## src/rtl/sumador_acumulador_param.sv

```systemverilog
// Two-stage pipelined unsigned adder/subtractor with accumulator, wrap/saturate
// arithmetic, clock-enable stall and a wrapping result counter.
module sumador_acumulador_param #(
  parameter int unsigned WIDTH = 4,
  parameter int unsigned SAT   = 0,
  parameter int unsigned CNT_W = 8
) (
  input  logic             clk,
  input  logic             rst_n,
  input  logic             enb,
  input  logic             valid_in,
  input  logic [1:0]       mode,
  input  logic [WIDTH-1:0] a,
  input  logic [WIDTH-1:0] b,
  output logic [WIDTH-1:0] c,
  output logic             carry,
  output logic             valid_out,
  output logic [WIDTH-1:0] acc,
  output logic [CNT_W-1:0] count
);

  localparam int unsigned RW = WIDTH + 1;

  typedef enum logic [1:0] {
    OP_ADD = 2'b00,
    OP_SUB = 2'b01,
    OP_ACC = 2'b10,
    OP_CLR = 2'b11
  } op_e;

  logic [WIDTH-1:0] s1_a;
  logic [WIDTH-1:0] s1_b;
  op_e              s1_mode;
  logic             s1_valid;

  logic [RW-1:0]    sum_c;
  logic             carry_c;
  logic [WIDTH-1:0] res_c;
  logic [WIDTH-1:0] acc_next_c;

  // Stage 1: request capture
  always_ff @(posedge clk or negedge rst_n) begin
    if (!rst_n) begin
      s1_a     <= '0;
      s1_b     <= '0;
      s1_mode  <= OP_ADD;
      s1_valid <= 1'b0;
    end else if (enb) begin
      s1_a     <= a;
      s1_b     <= b;
      s1_mode  <= op_e'(mode);
      s1_valid <= valid_in;
    end
  end

  // Full-width arithmetic; the extra bit holds carry-out or the borrow wrap
  always_comb begin
    sum_c   = '0;
    carry_c = 1'b0;
    case (s1_mode)
      OP_ADD: begin
        sum_c   = RW'(s1_a) + RW'(s1_b);
        carry_c = sum_c[WIDTH];
      end
      OP_SUB: begin
        sum_c   = RW'(s1_a) - RW'(s1_b);
        carry_c = (s1_a < s1_b);
      end
      OP_ACC: begin
        sum_c   = RW'(acc) + RW'(s1_a);
        carry_c = sum_c[WIDTH];
      end
      default: begin
        sum_c   = '0;
        carry_c = 1'b0;
      end
    endcase
  end

  // Saturation clamps to all-ones on overflow and to zero on borrow
  always_comb begin
    res_c = sum_c[WIDTH-1:0];
    if ((SAT != 0) && carry_c) begin
      res_c = (s1_mode == OP_SUB) ? '0 : '1;
    end
  end

  always_comb begin
    acc_next_c = acc;
    case (s1_mode)
      OP_ACC:  acc_next_c = res_c;
      OP_CLR:  acc_next_c = '0;
      default: acc_next_c = acc;
    endcase
  end

  // Stage 2: result, accumulator and counter; a stall freezes everything
  always_ff @(posedge clk or negedge rst_n) begin
    if (!rst_n) begin
      c         <= '0;
      carry     <= 1'b0;
      valid_out <= 1'b0;
      acc       <= '0;
      count     <= '0;
    end else if (enb) begin
      valid_out <= s1_valid;
      if (s1_valid) begin
        c     <= res_c;
        carry <= carry_c;
        acc   <= acc_next_c;
        count <= count + CNT_W'(1);
      end
    end
  end

endmodule

```

## config.mk

```make
export PLATFORM = sky130hd
export DESIGN_NAME = sumador_acumulador_param
export DESIGN_NICKNAME = d
export VERILOG_FILES = /design/src/rtl/sumador_acumulador_param.sv
export SDC_FILE = /design/constraint.sdc
export NUM_CORES = 1
export LEC_CHECK = 0
export BUFFER_PORTS_ARGS = -buffer_cell sky130_fd_sc_hd__buf_2
export CAP_MARGIN = 0
export CORE_MARGIN = 4
export CORE_UTILIZATION = 43
export DETAILED_ROUTE_END_ITERATION = 16
export GPL_ROUTABILITY_DRIVEN = 0
export SYNTH_ARGS = -nofsm -noshare
export SYNTH_HDL_FRONTEND = slang
export SYNTH_SLANG_ARGS = --single-unit
```

## constraint.sdc

```tcl
create_clock -name clk -period 2 [get_ports clk]
set_input_delay 0.2 -clock clk [delete_from_list [all_inputs] [get_ports clk]]
set_output_delay 0.2 -clock clk [all_outputs]
set_load 0.005 [all_outputs]
```

==> results.sh, run 1 <==
export IMPL_status="finished, final reports clean"
export IMPL_yosysSeqAreaShare=0.451
export IMPL_skew_ns=0.00366
export IMPL_timing_setup_tns_ns=0
export IMPL_ys_seq_elements=29
export IMPL_synthesis_nets=186
export IMPL_startpoint_type="register"
export IMPL_hp_start="b[2]"
export IMPL_antenna_found_initial=0
export IMPL_rows=21
export IMPL_whs_endpoint="s1_b[2]$_DFFE_PN0P_"
export IMPL_cts_htree_levels=2
export IMPL_required_ns=2.16
export IMPL_end_kind="register"
export IMPL_vdd_drop_max_uv=425
export IMPL_cts_tree="built"
export IMPL_cts_resized_gates=0
export IMPL_syn_to_final_growth_pct=17.4
export IMPL_viasPerCell=4.85
export IMPL_hold_violations=0
export IMPL_tritoncts_num_buffers=5
export IMPL_cpPeakStageDelay_ns=0.41
export IMPL_core_area_sq_um=3470
export IMPL_dr_pass1_iters=4
export IMPL_die_area_sq_um=4790
export IMPL_stdcell_area_sq_um=1890
export IMPL_drc=0
export IMPL_clockBufferDepth=2
export IMPL_grt_usage=0.139
export IMPL_grt_pass1_wl_um=5360
export IMPL_first_global_vias=1146
export IMPL_placed_cells_incl_taps=229
export IMPL_placed_area_sq_um=1800
export IMPL_via_count=1155
export IMPL_clockRootBuffer="clkbuf_8"
export IMPL_finalCritPeriodShare=0.934
export IMPL_cap_violations=0
export IMPL_r2r_cells=6
export IMPL_fin_cells=238
export IMPL_die_w_um=69.2
export IMPL_io_pins=32
export IMPL_synth_warnings=0
export IMPL_ys_types=35
export IMPL_r2r_slack_ns=0.13
export IMPL_worst_slew_pin_slew_ns=0.644
export IMPL_synth_cells=156
export IMPL_worstSkewPairLatency_ns=0.28
export IMPL_synth_top_area_frac=0.451
export IMPL_syn_area_sq_um=1610
export IMPL_power_density_nw_per_um2=1020
export IMPL_cp_slowest_cell="dfrtp_1"
export IMPL_cp_max_fo=4
export IMPL_totalWireLength_um=3060
export IMPL_finalSetupViolCount=0
export IMPL_min_path_type="input pin to register"
export IMPL_maxSlewViolCount=0
export IMPL_period_minus_slack_ns=1.87
export IMPL_wl_per_cell_um=12.9
export IMPL_cp_cell_sequence="ha_1 > a21o_1 > a21oi_1 > xor2_1 > o31ai_1 > or3b_1"
export IMPL_timing_rr_end="c[3]$_DFFE_PN0P_"
export IMPL_r2r_start="acc[1]$_DFFE_PN0P_"
export IMPL_grt_max_degree=30
export IMPL_clock_sinks=29
export IMPL_setup_slack_ns=0.132
export IMPL_ant_nets=0
export IMPL_p_leak_nw=0.936
export IMPL_yosysTopAreaCell="dfrtp_1"
export IMPL_final_core_util=0.545
export IMPL_critPathArrivalTime_ns=2.03
export IMPL_design_power_total_mw=1.92
export IMPL_drive_gt1_frac=0.266
export IMPL_start_util=0.464
export IMPL_finalNetCount=221
export IMPL_fmax_mhz=535
export IMPL_setup_worst_path_class="register to register"
export IMPL_dp_slack_ns=0.124
export IMPL_synth_area_per_cell_sq_um=10.3
export IMPL_hold_depth=3
export IMPL_holdWs_ns=0.122
export IMPL_grt_setup_unrepaired="false"
export IMPL_synthTopCellsByArea="dfrtp_1 (45%), ha_1 (10%), o21ai_0 (5.0%)"
export IMPL_clk_pin_slew_ns=0.06
export IMPL_max_slew_margin=0.571
export IMPL_dpl_hpwl_um=2360
export IMPL_io_buffers=31
export IMPL_cts_setup_buffers=0
export IMPL_die_h_um=69.2
export IMPL_grt_remaining_overflow=0
export IMPL_drt_iter0_drc=43
export IMPL_antenna_cells=0
worst max-delay path, delay by kind of cell (launching register included):
family / cells / cell delay (ns)
and+or+nand+nor: 1 / 0.38
adders and majority gates: 1 / 0.30
AOI/OAI and AO/OA: 3 / 0.43
xor gates and xnor gates: 1 / 0.22
DFF: 1 / 0.41
cells in the mapped netlist:
cell and instances:
xnor2_1 7, nor2b_1 5, nand2_1 21, and3_4 1
or3b_1 1, a31oi_1 1, nand2b_1 1, xor2_1 2
mux2_2 6, a22oi_1 1, o21a_1 1, a221oi_1 1
nor3_1 3, fa_1 3, buf_2 2, nand4_1 2
inv_1 11, o21bai_1 1, o31ai_1 3, buf_6 2
a21o_1 1, nor2_1 8, a211oi_1 1, nand2_2 1
ha_1 13, and2_4 1, and4_4 1, clkbuf_1 2
mux2i_1 2, dfrtp_1 29, a21oi_1 3, nand3b_1 1
or3_1 1, nand3_2 1, o21ai_0 16
routing by layer:
metal,vias to the layer above,share of wire,global-route usage
met5,-,0,0
met4,0,0.017,0.0521
met3,6,0.054,0.0493
met2,24,0.43,0.210
met1,530,0.49,0.184
li1,595,-,-
cell families (layout without fill, tap and decap cells):
logic type	count (synthesis)	in the layout	share of synthesized area
xor+xnor	9	9	0.0490
compound gates	29	29	0.106
simple gates	48	48	0.152
fa+ha+maj	16	16	0.138
flops	29	29	0.451
buf+inv	17	53	0.0505
mux	8	8	0.0544
power by group:
part | internal [mW] | switching, mW
sequential | 0.725 | 0.143
combinational | 0.299 | 0.285
clock | 0.241 | 0.227
total | 1.26 | 0.655
flip-flops by register name (all words and copies together) (netlist names):
signal,count
count,8
s1_a,4
acc,4
c,4
carry,1
s1_valid,1
s1_b,4
s1_mode,2
valid_out,1
repair_timing:
item | in CTS | in global routing
endpoints found under the setup margin | 0 | 0
hold endpoints to repair | 29 | 0
hold buffers | 1 | 0
worst max-delay path by stage:
stage / from / endpoint / slack [ns]
after global routing: s1_a[0]$_DFFE_PN0P_ / c[2]$_DFFE_PN0P_ / 0.009
after CTS: s1_a[0]$_DFFE_PN0P_ / c[2]$_DFFE_PN0P_ / 0.11
after detailed placement: s1_a[0]$_DFFE_PN0P_ / c[2]$_DFFE_PN0P_ / 0.12
after global placement: s1_a[1]$_DFFE_PN0P_ / c[2]$_DFFE_PN0P_ / 0.18
after floorplan: acc[1]$_DFFE_PN0P_ / c[3]$_DFFE_PN0P_ / 0.26
final: acc[1]$_DFFE_PN0P_ / c[3]$_DFFE_PN0P_ / 0.13
final cells by class:
class	count	area, sq um
clock buffers	6	72.6
clock inverters	2	10.0
fillers	355	1580
inverters	11	41.3
multi-input cells	110	803
flip-flops and latches	29	726
well taps	46	57.6
repair buffers	34	180
cells in the final DEF (no fill, tap or decap), types with 3 or more instances in the layout:
cell      Yosys  routed
a21oi_1       3       3
buf_2         2      31
clkbuf_8      0       5
dfrtp_1      29      29
fa_1          3       3
ha_1         13      13
inv_1        11      11
mux2_2        6       6
nand2_1      21      21
nor2_1        8       8
nor2b_1       5       5
nor3_1        3       3
o21ai_0      16      16
o31ai_1       3       3
xnor2_1       7       7
No activity file was read; power rests on OpenSTA's default activity.
==> inputs of run 2 (changes only) <==
--- a/config.mk
+++ b/config.mk
@@ -11,6 +11,7 @@
 export CORE_UTILIZATION = 43
 export DETAILED_ROUTE_END_ITERATION = 16
 export GPL_ROUTABILITY_DRIVEN = 0
+export RECOVER_POWER = 100
 export SYNTH_ARGS = -nofsm -noshare
 export SYNTH_HDL_FRONTEND = slang
 export SYNTH_SLANG_ARGS = --single-unit
==> constraint.sdc (replaced) <==
create_clock -name clk -period 2 [get_ports clk]
set_input_delay 0.3 -clock clk [delete_from_list [all_inputs] [get_ports clk]]
set_output_delay 0.3 -clock clk [all_outputs]
set_load 0.005 [all_outputs]
==> run 2 against run 1 <==
The flow now finishes with violations (max-capacitance violations, max-slew violations). Final area rose by 0.53%. Register-to-register slack barely moved. Utilization rose by 0.29 points. First-iteration DRC count fell by 44%. Critical path depth did not move. Maximum frequency rose by 0.53%. Critical endpoint unchanged.
==> results.sh, run 2 (same netlist as run 1, synthesis figures left out) <==
export IMPL_status="complete, but fails checks"
export IMPL_violations="max-capacitance violations, max-slew violations"
export IMPL_tritoncts_num_buffers=5
export IMPL_die_h_um=69.2
export IMPL_drt_iter0_drc=24
export IMPL_design_power_total_mw=2.16
export IMPL_critPathArrivalTime_ns=2.02
export IMPL_viasPerCell=4.99
export IMPL_use_met1=0.190
export IMPL_finalCritPeriodShare=0.929
export IMPL_end_kind="register"
export IMPL_finalSetupViolCount=0
export IMPL_layout_common_cells="dfrtp_1 (28), buf_2 (25), nand2_1 (22), o21ai_0 (16), ha_1 (13)"
export IMPL_grt_pass1_wl_um=5620
export IMPL_ant_nets=0
export IMPL_die_area_sq_um=4790
export IMPL_cap_violations=1
export IMPL_antenna_cells=0
export IMPL_setup_worst_path_class="register to register"
export IMPL_grt_max_degree=30
export IMPL_syn_to_final_growth_pct=18.0
export IMPL_cts_setup_buffers=0
export IMPL_cts_htree_levels=2
export IMPL_totalWireLength_um=3140
export IMPL_timing_rr_end="c[3]$_DFFE_PN0P_"
export IMPL_cp_max_fo=4
export IMPL_power_density_nw_per_um2=1130
export IMPL_rows=21
export IMPL_drc=0
export IMPL_r2r_start="s1_a[1]$_DFFE_PN0P_"
export IMPL_hold_depth=3
export IMPL_required_ns=2.17
export IMPL_finalNetCount=220
export IMPL_r2r_slack_ns=0.14
export IMPL_via_count=1183
export IMPL_start_util=0.464
export IMPL_grt_setup_unrepaired="false"
export IMPL_multiInputGateArea_sq_um=786
export IMPL_vdd_drop_max_uv=570
export IMPL_clock_sinks=29
export IMPL_grt_remaining_overflow=0
export IMPL_io_pins=32
export IMPL_startpoint_type="register"
export IMPL_whs_endpoint="s1_b[3]$_DFFE_PN0P_"
export IMPL_period_minus_slack_ns=1.86
export IMPL_min_path_type="input pin to register"
export IMPL_p_leak_nw=0.926
export IMPL_io_buffers=31
export IMPL_drive_gt1_frac=0.215
export IMPL_grt_use_met2=0.231
export IMPL_clockBufferDepth=2
export IMPL_worst_slew_pin_slew_ns=1.54
export IMPL_r2r_cells=6
export IMPL_core_area_sq_um=3470
export IMPL_cts_tree="built"
export IMPL_largest_reg_flops=8
export IMPL_timing_setup_tns_ns=0
export IMPL_mostFrequentLayoutCell="dfrtp_1"
export IMPL_ctsHoldBuffers=0
export IMPL_skew_ns=0.00451
export IMPL_worstSkewPairLatency_ns=0.29
export IMPL_grt_usage=0.150
export IMPL_fillers=330
export IMPL_first_global_vias=1213
export IMPL_die_w_um=69.2
export IMPL_grt_util_met3=0.0377
export IMPL_antenna_found_initial=0
export IMPL_clk_pin_slew_ns=0.07
export IMPL_fmax_mhz=538
export IMPL_cts_resized_gates=0
export IMPL_area_sequential_sq_um=727
export IMPL_largest_register="count"
export IMPL_dr_pass1_iters=4
export IMPL_dpl_hpwl_um=2470
export IMPL_max_slew_margin=-0.0288
export IMPL_maxSlewViolCount=30
export IMPL_busiest_layer="met2"
export IMPL_hp_start="b[3]"
export IMPL_clockRootBuffer="clkbuf_8"
export IMPL_wl_per_cell_um=13.3
export IMPL_hold_violations=0
-- run 2: cell types whose count changed in the layout (fill, tap and decap cells not counted), moves of 2 or more --
| cell | before | now |
|---|---|---|
| buf_2 | 31 | 25 |
| clkbuf_1 | 1 | 8 |
| bufinv_16 | 0 | 2 |
| buf_4 | 2 | 0 |
-- run 2: report_power, final --
group / total (mW) / switching [mW] / internal, mW
registers: 0.858 / 0.133 / 0.726
logic: 0.575 / 0.292 / 0.283
clock network: 0.723 / 0.229 / 0.494
total: 2.16 / 0.654 / 1.50
-- run 2: per-layer routing --
metal,vias up,share of wire
met3,8,0.053
met4,0,0.025
met1,549,0.45
li1,595,-
met5,-,0
met2,31,0.47
-- run 2: worst max-delay path by stage --
stage / slack, ns / endpoint / startpoint
3_3_place_gp: 0.18 / carry$_DFFE_PN0P_ / s1_a[1]$_DFFE_PN0P_
5_1_grt: 0.004 / c[2]$_DFFE_PN0P_ / s1_a[0]$_DFFE_PN0P_
3_5_place_dp: 0.11 / c[2]$_DFFE_PN0P_ / s1_a[1]$_DFFE_PN0P_
6_report: 0.14 / c[3]$_DFFE_PN0P_ / s1_a[1]$_DFFE_PN0P_
4_1_cts: 0.1 / c[2]$_DFFE_PN0P_ / s1_a[1]$_DFFE_PN0P_
2_1_floorplan: 0.26 / c[3]$_DFFE_PN0P_ / acc[1]$_DFFE_PN0P_
-- run 2: critical path: stages (launching register included) --
cell and delay [ns]:
dfrtp_2 0.44, ha_1 0.28, a21o_1 0.15, a21oi_1 0.18, xor2_1 0.21, o31ai_1 0.11, or3b_1 0.38
-- run 2: layout make-up --
class	count	area share
multi-input combinational	110	0.413
clock inverter	3	0.0342
tap	46	0.0303
timing repair buffer	33	0.0816
clock buffer	5	0.0362
inverter	11	0.0217
sequential	29	0.382
-- run 2: metrics by stage --
stage / hold WS, ns / cell area (sq um) / setup WS (ns) / std cells / util
after floorplan: 0.00441 / 1610 / 0.257 / 156 / -
after global placement: 0.354 / 1800 / 0.183 / 229 / 0.518
after detailed placement: 0.370 / 1800 / 0.113 / 229 / 0.518
after CTS: 0.0601 / 1930 / 0.0977 / 237 / 0.557
after global routing: 0.221 / 1900 / 0.00407 / 237 / 0.548
final: 0.223 / 1900 / 0.142 / 237 / 0.548
==> inputs of run 3 (changes only) <==
--- a/config.mk
+++ b/config.mk
@@ -7,8 +7,10 @@
 export LEC_CHECK = 0
 export BUFFER_PORTS_ARGS = -buffer_cell sky130_fd_sc_hd__buf_2
 export CAP_MARGIN = 0
+export CORE_ASPECT_RATIO = 2
 export CORE_MARGIN = 4
 export CORE_UTILIZATION = 43
+export CTS_BUF_LIST = sky130_fd_sc_hd__clkbuf_8 sky130_fd_sc_hd__clkbuf_16
 export DETAILED_ROUTE_END_ITERATION = 16
 export GPL_ROUTABILITY_DRIVEN = 0
 export RECOVER_POWER = 100
==> run 3 against run 2 <==
The run still ends with max-capacitance violations, max-slew violations left. Die area grew 1.2%. First-iteration DRC count down 75%. Critical path depth unchanged. Non-clock buffer count stayed put. Final cell count up 1.3%. Largest power group unchanged. Utilization is 3.5 points lower. Wire length increased by 4.5%. Setup slack better by 0.011 ns. Clock power down 38%. Clock-buffer cell count unchanged.
==> results.sh, run 3 (same netlist as run 1, synthesis figures left out) <==
export IMPL_status="complete, but fails checks"
export IMPL_violations="max-capacitance violations, max-slew violations"
export IMPL_ant_nets=0
export IMPL_power_density_nw_per_um2=1020
export IMPL_r2r_cells=6
export IMPL_io_buffers=31
export IMPL_antenna_cells=0
export IMPL_finalNetCount=220
export IMPL_clk_pin_slew_ns=0.06
export IMPL_p_leak_nw=0.897
export IMPL_cpPeakStageDelay_ns=0.42
export IMPL_timing_setup_tns_ns=0
export IMPL_cts_resized_gates=0
export IMPL_layout_common_cells="dfrtp_1 (29), nand2_1 (22), buf_2 (22), o21ai_0 (15), ha_1 (13)"
export IMPL_core_area_sq_um=3610
export IMPL_viasPerCell=5.03
export IMPL_max_slew_margin=-0.0257
export IMPL_clockBufferDepth=2
export IMPL_grt_pass1_wl_um=5800
export IMPL_ctsHoldBuffers=0
export IMPL_mostFrequentLayoutCell="dfrtp_1"
export IMPL_crit_buf_inv=0
export IMPL_vdd_drop_max_uv=573
export IMPL_whs_endpoint="s1_b[3]$_DFFE_PN0P_"
export IMPL_antenna_found_initial=0
export IMPL_tritoncts_num_buffers=5
export IMPL_holdWs_ns=0.236
export IMPL_critical_path_top_delay_family="compound AO/OA/AOI/OAI gates"
export IMPL_die_w_um=51.3
export IMPL_via_count=1206
export IMPL_startpoint_type="register"
export IMPL_clockRootBuffer="clkbuf_8"
export IMPL_maxSlewViolCount=30
export IMPL_totalWireLength_um=3290
export IMPL_skew_ns=0.00255
export IMPL_grt_max_degree=30
export IMPL_finalSetupViolCount=0
export IMPL_worst_slew_pin_slew_ns=1.54
export IMPL_grt_usage=0.160
export IMPL_cp_slowest_cell="dfrtp_1"
export IMPL_start_util=0.446
export IMPL_finalCritPeriodShare=0.923
export IMPL_period_minus_slack_ns=1.85
export IMPL_cts_tree="built"
export IMPL_cp_cell_sequence="ha_1 > a21o_1 > a21oi_1 > xor2_1 > o31ai_1 > or3b_1"
export IMPL_drc=0
export IMPL_clock_sinks=29
export IMPL_cts_setup_buffers=0
export IMPL_hold_depth=3
export IMPL_cap_violations=1
export IMPL_largest_register="count"
export IMPL_grt_setup_unrepaired="false"
export IMPL_syn_to_final_growth_pct=14.9
export IMPL_drt_iter0_drc=6
export IMPL_setup_worst_path_class="register to register"
export IMPL_timing_rr_end="c[3]$_DFFE_PN0P_"
export IMPL_worstSkewPairLatency_ns=0.27
export IMPL_drive_gt1_frac=0.194
export IMPL_largest_reg_flops=8
export IMPL_min_path_type="input pin to register"
export IMPL_r2r_start="acc[1]$_DFFE_PN0P_"
export IMPL_grt_remaining_overflow=0
export IMPL_first_global_vias=1308
export IMPL_dpl_hpwl_um=2620
export IMPL_dr_pass1_iters=4
export IMPL_cts_htree_levels=2
export IMPL_die_h_um=94.5
export IMPL_end_kind="register"
export IMPL_wl_per_cell_um=13.7
export IMPL_die_area_sq_um=4850
export IMPL_critPathArrivalTime_ns=2.00
export IMPL_cp_max_fo=4
export IMPL_hp_start="b[3]"
export IMPL_io_pins=32
export IMPL_required_ns=2.15
export IMPL_fmax_mhz=542
export IMPL_crit_start="acc[1]$_DFFE_PN0P_"
export IMPL_r2r_slack_ns=0.15
export IMPL_rows=31
export IMPL_hold_violations=0
run 3: cell count changes in the layout (fill, tap and decap cells not counted):
cell and change:
fa_1 -1, o21ai_0 -1, clkbuf_1 +3, dfrtp_1 +1
fa_2 +1, inv_1 +1, o21ai_1 +1, buf_2 -3
dfrtp_2 -1, bufinv_16 -2, clkinv_2 +1
run 3: power by group:
group / switching, mW / leakage [nW] / internal (mW) / total [mW]
combinational: 0.292 / 0.486 / 0.284 / 0.576
clock: 0.211 / 0.0491 / 0.235 / 0.446
sequential: 0.137 / 0.361 / 0.726 / 0.863
total: 0.639 / 0.897 / 1.24 / 1.88
run 3: worst max path at each step:
stage	endpoint	slack, ns	cells past startpoint
after floorplan	c[3]$_DFFE_PN0P_	0.26	6
after global placement	c[2]$_DFFE_PN0P_	0.17	8
after detailed placement	c[2]$_DFFE_PN0P_	0.11	8
after CTS	c[2]$_DFFE_PN0P_	0.09	7
after global routing	c[2]$_DFFE_PN0P_	0.06	8
final	c[3]$_DFFE_PN0P_	0.15	6
run 3: cell type report:
class / instances / area (sq um)
clock inverter: 3 / 13.8
multi-input combinational: 110 / 788
tap: 49 / 61.3
timing repair buffer: 33 / 151
fill: 363 / 1760
clock buffer: 5 / 68.8
inverter: 11 / 41.3
sequential: 29 / 726
run 3: metrics by stage:
step	worst slack [ns]	utilization	instances	area [sq um]	power (mW)
floorplan	0.257	-	156	1610	1.23
global placement	0.174	0.499	232	1800	1.45
detailed placement	0.114	0.499	232	1800	1.48
CTS	0.0929	0.522	240	1880	1.93
global route	0.0615	0.513	240	1850	2.05
finish	0.153	0.513	240	1850	1.88
run 3: worst reg2reg max path: stages, from the launching register on:
cell and delay, ns:
dfrtp_1 0.42, ha_1 0.31, a21o_1 0.17, a21oi_1 0.17
xor2_1 0.20, o31ai_1 0.10, or3b_1 0.37
run 3: per-layer routing:
metal / vias to the layer above / wire (um) / track usage
li1: 593 / - / -
met1: 572 / 1180 / 0.158
met2: 32 / 1840 / 0.294
met3: 9 / 167 / 0.0348
met4: 0 / 99 / 0.0919
met5: - / 0 / 0
